[src/rtl/lock_release_timer.sv]
// lock_release_timer
//  Timed release companion for the ship lock latch. While the latched lock level is
//  high, counts HOLD_FRAMES rising edges of the frame strobe, then emits a single-cycle
//  'unlocked' pulse that clears the latch. An early 'cancel' shortens the hold.
//  Optional sprite flicker output is built only when LOCK_BLINK_EN is defined;
//  otherwise blink is tied low and no phase logic exists.
module lock_release_timer #(
   parameter int CNT_W        = 8,
   parameter int HOLD_FRAMES  = 180,
   parameter int BLINK_FRAMES = 4
) (
   input  logic             pclk,
   input  logic             rst,
   input  logic             locked_in,
   input  logic             frame_tick,
   input  logic             cancel,
   output logic             unlocked,
   output logic             busy,
   output logic [CNT_W-1:0] frames_left,
   output logic             blink
);

   localparam logic [CNT_W-1:0] HOLD_LOAD = CNT_W'(HOLD_FRAMES);
   localparam logic [CNT_W-1:0] CNT_ONE   = CNT_W'(1);
   localparam logic [CNT_W-1:0] CNT_ZERO  = '0;

   // Out-of-range hold/blink lengths would make the counter start at 0 or wrap.
   if (HOLD_FRAMES < 1 || HOLD_FRAMES > (1 << CNT_W) - 1 ||
       BLINK_FRAMES < 1 || BLINK_FRAMES > (1 << CNT_W) - 1) begin : g_param_check
      $error("lock_release_timer: HOLD_FRAMES or BLINK_FRAMES outside 1..2^CNT_W-1");
   end

   typedef enum logic [1:0] {
      IDLE       = 2'd0,
      COUNT      = 2'd1,
      RELEASE    = 2'd2,
      WAIT_CLEAR = 2'd3
   } state_t;

   state_t           state;
   state_t           state_nxt;
   logic [CNT_W-1:0] frames_nxt;
   logic             unlocked_nxt;
   logic             busy_nxt;
   logic             frame_tick_d;
   logic             fr_edge;

   // A frame is counted on the 0->1 transition of the strobe level only.
   assign fr_edge = frame_tick & ~frame_tick_d;

   // Strobe history; resets high so a strobe already high at reset release is not an edge.
   always_ff @(posedge pclk) begin
      if (rst) begin
         frame_tick_d <= 1'b1;
      end else begin
         frame_tick_d <= frame_tick;
      end
   end

   // State and registered outputs.
   always_ff @(posedge pclk) begin
      if (rst) begin
         state       <= IDLE;
         unlocked    <= 1'b0;
         busy        <= 1'b0;
         frames_left <= CNT_ZERO;
      end else begin
         state       <= state_nxt;
         unlocked    <= unlocked_nxt;
         busy        <= busy_nxt;
         frames_left <= frames_nxt;
      end
   end

   // Next-state and next-output decode; COUNT branches are ordered by priority.
   always_comb begin
      state_nxt  = state;
      frames_nxt = frames_left;
      case (state)
         IDLE: begin
            frames_nxt = CNT_ZERO;
            if (locked_in) begin
               state_nxt  = COUNT;
               frames_nxt = HOLD_LOAD;
            end
         end
         COUNT: begin
            if (!locked_in) begin
               // Lock removed externally: abort silently.
               state_nxt  = IDLE;
               frames_nxt = CNT_ZERO;
            end else if (cancel) begin
               // Cancel wins over a coincident frame edge, so no decrement shows.
               state_nxt  = RELEASE;
               frames_nxt = CNT_ZERO;
            end else if (fr_edge) begin
               // Release on the last frame instead of decrementing to 0; never wraps.
               if (frames_left <= CNT_ONE) begin
                  state_nxt  = RELEASE;
                  frames_nxt = CNT_ZERO;
               end else begin
                  frames_nxt = frames_left - CNT_ONE;
               end
            end
         end
         RELEASE: begin
            state_nxt  = WAIT_CLEAR;
            frames_nxt = CNT_ZERO;
         end
         WAIT_CLEAR: begin
            // Hold here until the latch drops so only one pulse per lock episode.
            frames_nxt = CNT_ZERO;
            if (!locked_in) begin
               state_nxt = IDLE;
            end
         end
         default: begin
            state_nxt  = IDLE;
            frames_nxt = CNT_ZERO;
         end
      endcase
      unlocked_nxt = (state_nxt == RELEASE);
      busy_nxt     = (state_nxt != IDLE);
   end

`ifdef LOCK_BLINK_EN
   localparam logic [CNT_W-1:0] BLINK_LOAD = CNT_W'(BLINK_FRAMES);

   logic [CNT_W-1:0] blink_phase;
   logic [CNT_W-1:0] blink_phase_nxt;
   logic             blink_nxt;

   // Flicker phase: forced on at COUNT entry, toggles every BLINK_FRAMES counted edges.
   always_comb begin
      blink_phase_nxt = blink_phase;
      blink_nxt       = 1'b0;
      if (state_nxt == COUNT) begin
         if (state != COUNT) begin
            blink_phase_nxt = BLINK_LOAD;
            blink_nxt       = 1'b1;
         end else begin
            blink_nxt = blink;
            if (fr_edge) begin
               if (blink_phase <= CNT_ONE) begin
                  blink_phase_nxt = BLINK_LOAD;
                  blink_nxt       = ~blink;
               end else begin
                  blink_phase_nxt = blink_phase - CNT_ONE;
               end
            end
         end
      end
   end

   // Flicker registers; blink is low outside COUNT.
   always_ff @(posedge pclk) begin
      if (rst) begin
         blink_phase <= CNT_ZERO;
         blink       <= 1'b0;
      end else begin
         blink_phase <= blink_phase_nxt;
         blink       <= blink_nxt;
      end
   end
`else
   assign blink = 1'b0;
`endif

endmodule
[config.mk]
export PLATFORM = sky130hd
export DESIGN_NAME = lock_release_timer
export DESIGN_NICKNAME = d
export VERILOG_FILES = /design/src/rtl/lock_release_timer.sv
export SDC_FILE = /design/constraint.sdc
export NUM_CORES = 1
export LEC_CHECK = 0
export ABC_AREA = 1
export BUFFER_PORTS_ARGS = -buffer_cell sky130_fd_sc_hd__buf_4
export CAP_MARGIN = 0
export CORE_UTILIZATION = 50
export DETAILED_ROUTE_END_ITERATION = 10
export GPL_TIMING_DRIVEN = 0
export PLACE_DENSITY = 0.79
export SLEW_MARGIN = 10
export SYNTH_ARGS = -nofsm -noshare
export SYNTH_HDL_FRONTEND = slang
export SYNTH_SLANG_ARGS = --single-unit
[constraint.sdc]
create_clock -name pclk -period 3.25 [get_ports pclk]
set_input_delay 0 -clock pclk [delete_from_list [all_inputs] [get_ports pclk]]
set_output_delay 0 -clock pclk [all_outputs]
set_load 0.05 [all_outputs]
==> flow_summary.ini <==
[critical_path]
largest_fanout_on_the_critical_path = 6
rr_worst_depth = 9
critical_path.startpoint_type = register
worst_r2r_startpoint = frames_left[0]
worstPathRequired_ns = 3.46
kind_of_capture_point_of_the_worst_setup_path = register
worstSetupPathType = reg -> reg
r2r_setup_slack_ns = 1.77
arrival_ns = 1.69
worst_r2r_endpoint = frames_left[7]

[timing]
final.setup.worst_slack_ns = 1.77
final_min_period_over_clock_period_pct = 45.5
slew_violations = 0
fin_worst_skew_ns = 0.00166
final-hold-violation-count = 0
finalSetupViolCount = 0
fin_tns_setup_ns = 0
fin_crit_ns = 1.48
setup_repair_after_global_routing_missed_its_margin = false
achievable-frequency_mhz = 677

[hold_path]
timing.hold.worst_path_depth = 5
hold_path.class = in -> reg
timing.hold.worst_endpoint = state[1]
worst_hold_startpoint = cancel

[global_route]
grt_pass1_vias = 652
grt_usage_pct = 18.0
grt_max_degree = 11
first_pass_grt_wire_length_um = 2540
grt_remaining_overflow = 0
antenna_violations_before_repair = 0

[cells_and_area]
area_of_the_multi_input_gates_um2 = 439
fillers = 114
layout-drive-gt1-share_pct = 28.5
insertedDiodeCount = 0
layout.cells.non_filler = 145
design.final.nets = 138
most_common_cell_after_layout_fill_and_taps_aside = nand2_1
sequential_cell_area_um2 = 260
syn2layout_area_growth_pct = 21.8
most-common-layout-cells = nand2_1, inv_1, buf_4

[synthesis]
post_synth_num_cell_types = 23
yosys.area.top_type_share_pct = 33.1
synthesis_stage_register_bit_count = 13
synth.area.top_cells = dfxtp_1, nand2_1, inv_1, nor2_4, nand3_1
avgSynthCellArea_um2 = 7.14
compound_cell_area_share_of_the_yosys_netlist_pct = 9.87
yosys.area_share.adder_pct = 3.18
synth_nets = 117
post_synth_mux_area_share_pct = 0
syn_area_um2 = 786
netlist.top_cell.by_area = dfxtp_1
postSynthCellCount = 110
yosys.area_share.xor_xnor_pct = 2.23
yosys_warnings = 0
combinational_family_with_the_most_area_after_synthesis = simple AND/OR/NAND/NOR gates
synthSimpleGateAreaFrac_pct = 40.1
ys_seq_area_share_pct = 33.1

[routing]
drtIter0Drc = 12
drt-wirelength-per-cell_um = 10.4
drt_drc_violations_left = 0
route.antenna.remaining_nets = 0
routed_wl_um = 1510
dr.pass1.iters = 4
vias = 716
vias_per_cell = 4.94

[power_and_ir_drop]
vdd_drop_max_mv = 0.346
power.switching_fraction_pct = 36.3
netSwitchingPower_uw = 146
pwr-share-comb_pct = 30.4
design_internal_power_uw = 257
powerDensity_nw_per_um2 = 421
post-layout-total-power_uw = 403
p_clk_share_pct = 25.0
seq_power_share_pct = 44.6
cellLeakagePower_nw = 0.493

[clock_network]
number_of_buffers_created_by_cts = 3
cts-root-buf = clkbuf_4
cts_hold_buffers = 2
tritoncts = done
max-clock-path-buffers = 2
cts_num_sinks = 13
ctsHtreeMaxLevel = 1
ctsResizeCount = 0
postCtsSetupBuffers = 0
clock_latency_ns = 0.27
clkTransAtPathRegs_ns = 0.08

[place]
gp_congestion = 0.853
place_hpwl_um = 1210
io_buffers = 14
place.detailed.instances = 139
dp_worst_setup_slack_ns = 1.78

[floorplan]
fp.dieH_um = 41.6
core_area_um2 = 1380
chipWidth_um = 41.6
floorplan.rows = 13
design.die.area_um2 = 1730
floorplan.io_pins = 16
initial_utilization_pct = 56.8

[run_status]
run_status = finished clean

[run]
cap_viol_max_count = 0
[area by class of cell]
class | instances | share of cell area, %
plain buffers | 2 | 1.96
clock buffers | 3 | 2.35
clock inverters | 1 | 0.523
inverters | 18 | 7.06
multi-input cells | 77 | 45.9
flip-flops and latches | 13 | 27.2
well taps | 15 | 1.96
repair buffers | 16 | 13.1
[power by group through the flow]
| stage | logic, mW | clock network (mW) | registers (mW) |
|---|---|---|---|
| detailed placement | 0.121 | 0 | 0.184 |
| global placement | 0.118 | 0 | 0.183 |
| floorplan | 0.0686 | 0 | 0.207 |
| finish | 0.122 | 0.101 | 0.180 |
| CTS | 0.123 | 0.105 | 0.180 |
| global route | 0.134 | 0.112 | 0.182 |
[synthesized netlist by cell type, drive strengths merged]
cell / number
xor2: 2
a21oi: 7
nor2: 14
nand3b: 1
nand2: 31
dfxtp: 13
or2: 1
conb: 1
o21ai: 7
ha: 2
nand3: 11
inv: 18
buf: 2
[stage by stage]
stage	area [um^2]	hold slack [ns]	utilization (%)
after floorplan	786	0.0691	-
after global placement	910	0.211	65.8
after detailed placement	910	0.216	65.8
after CTS	957	0.0599	69.2
after global routing	957	0.0843	69.2
final	957	0.0672	69.2
[registers in the layout, summed over array words and instances, names as in the netlist]
| register | count |
|---|---|
| unlocked | 1 |
| frames_left | 8 |
| busy | 1 |
| state | 2 |
| frame_tick_d | 1 |
[routing by layer]
layer	share of wire, %	track usage [%]	vias to the layer above
met5	0	0	-
met4	0	0	0
met3	6.2	5.22	0
met2	50	31.9	22
met1	44	23.0	318
li1	-	-	376
[worst max path at each step]
| stage | startpoint | endpoint | slack [ns] | depth (start not counted) |
|---|---|---|---|---|
| after floorplan | frames_left[0] | frames_left[7] | 1.57 | 9 |
| after global routing | frames_left[0] | frames_left[5] | 1.64 | 9 |
| after global placement | frames_left[0] | frames_left[5] | 1.84 | 9 |
| after detailed placement | frames_left[0] | frames_left[1] | 1.78 | 9 |
| after CTS | frames_left[0] | frames_left[1] | 1.76 | 9 |
| final | frames_left[0] | frames_left[7] | 1.77 | 9 |
[logic make-up after synthesis]
family | count (synthesis)
xor gates and xnor gates | 2
and+or+nand+nor | 58
adders and majority gates | 2
DFF | 13
AOI/OAI and AO/OA | 14
buffers and inverters | 20
other | 1
[worst max-delay path, cell delays in order, from the launching register on]
cell	delay [ns]
dfxtp_1	0.39
inv_1	0.10
ha_1	0.27
inv_1	0.07
nand2_1	0.06
nand2_2	0.09
nor2_4	0.05
nor2_4	0.16
nand3_1	0.09
a21oi_1	0.14
Power figures use the tool's default switching activity.
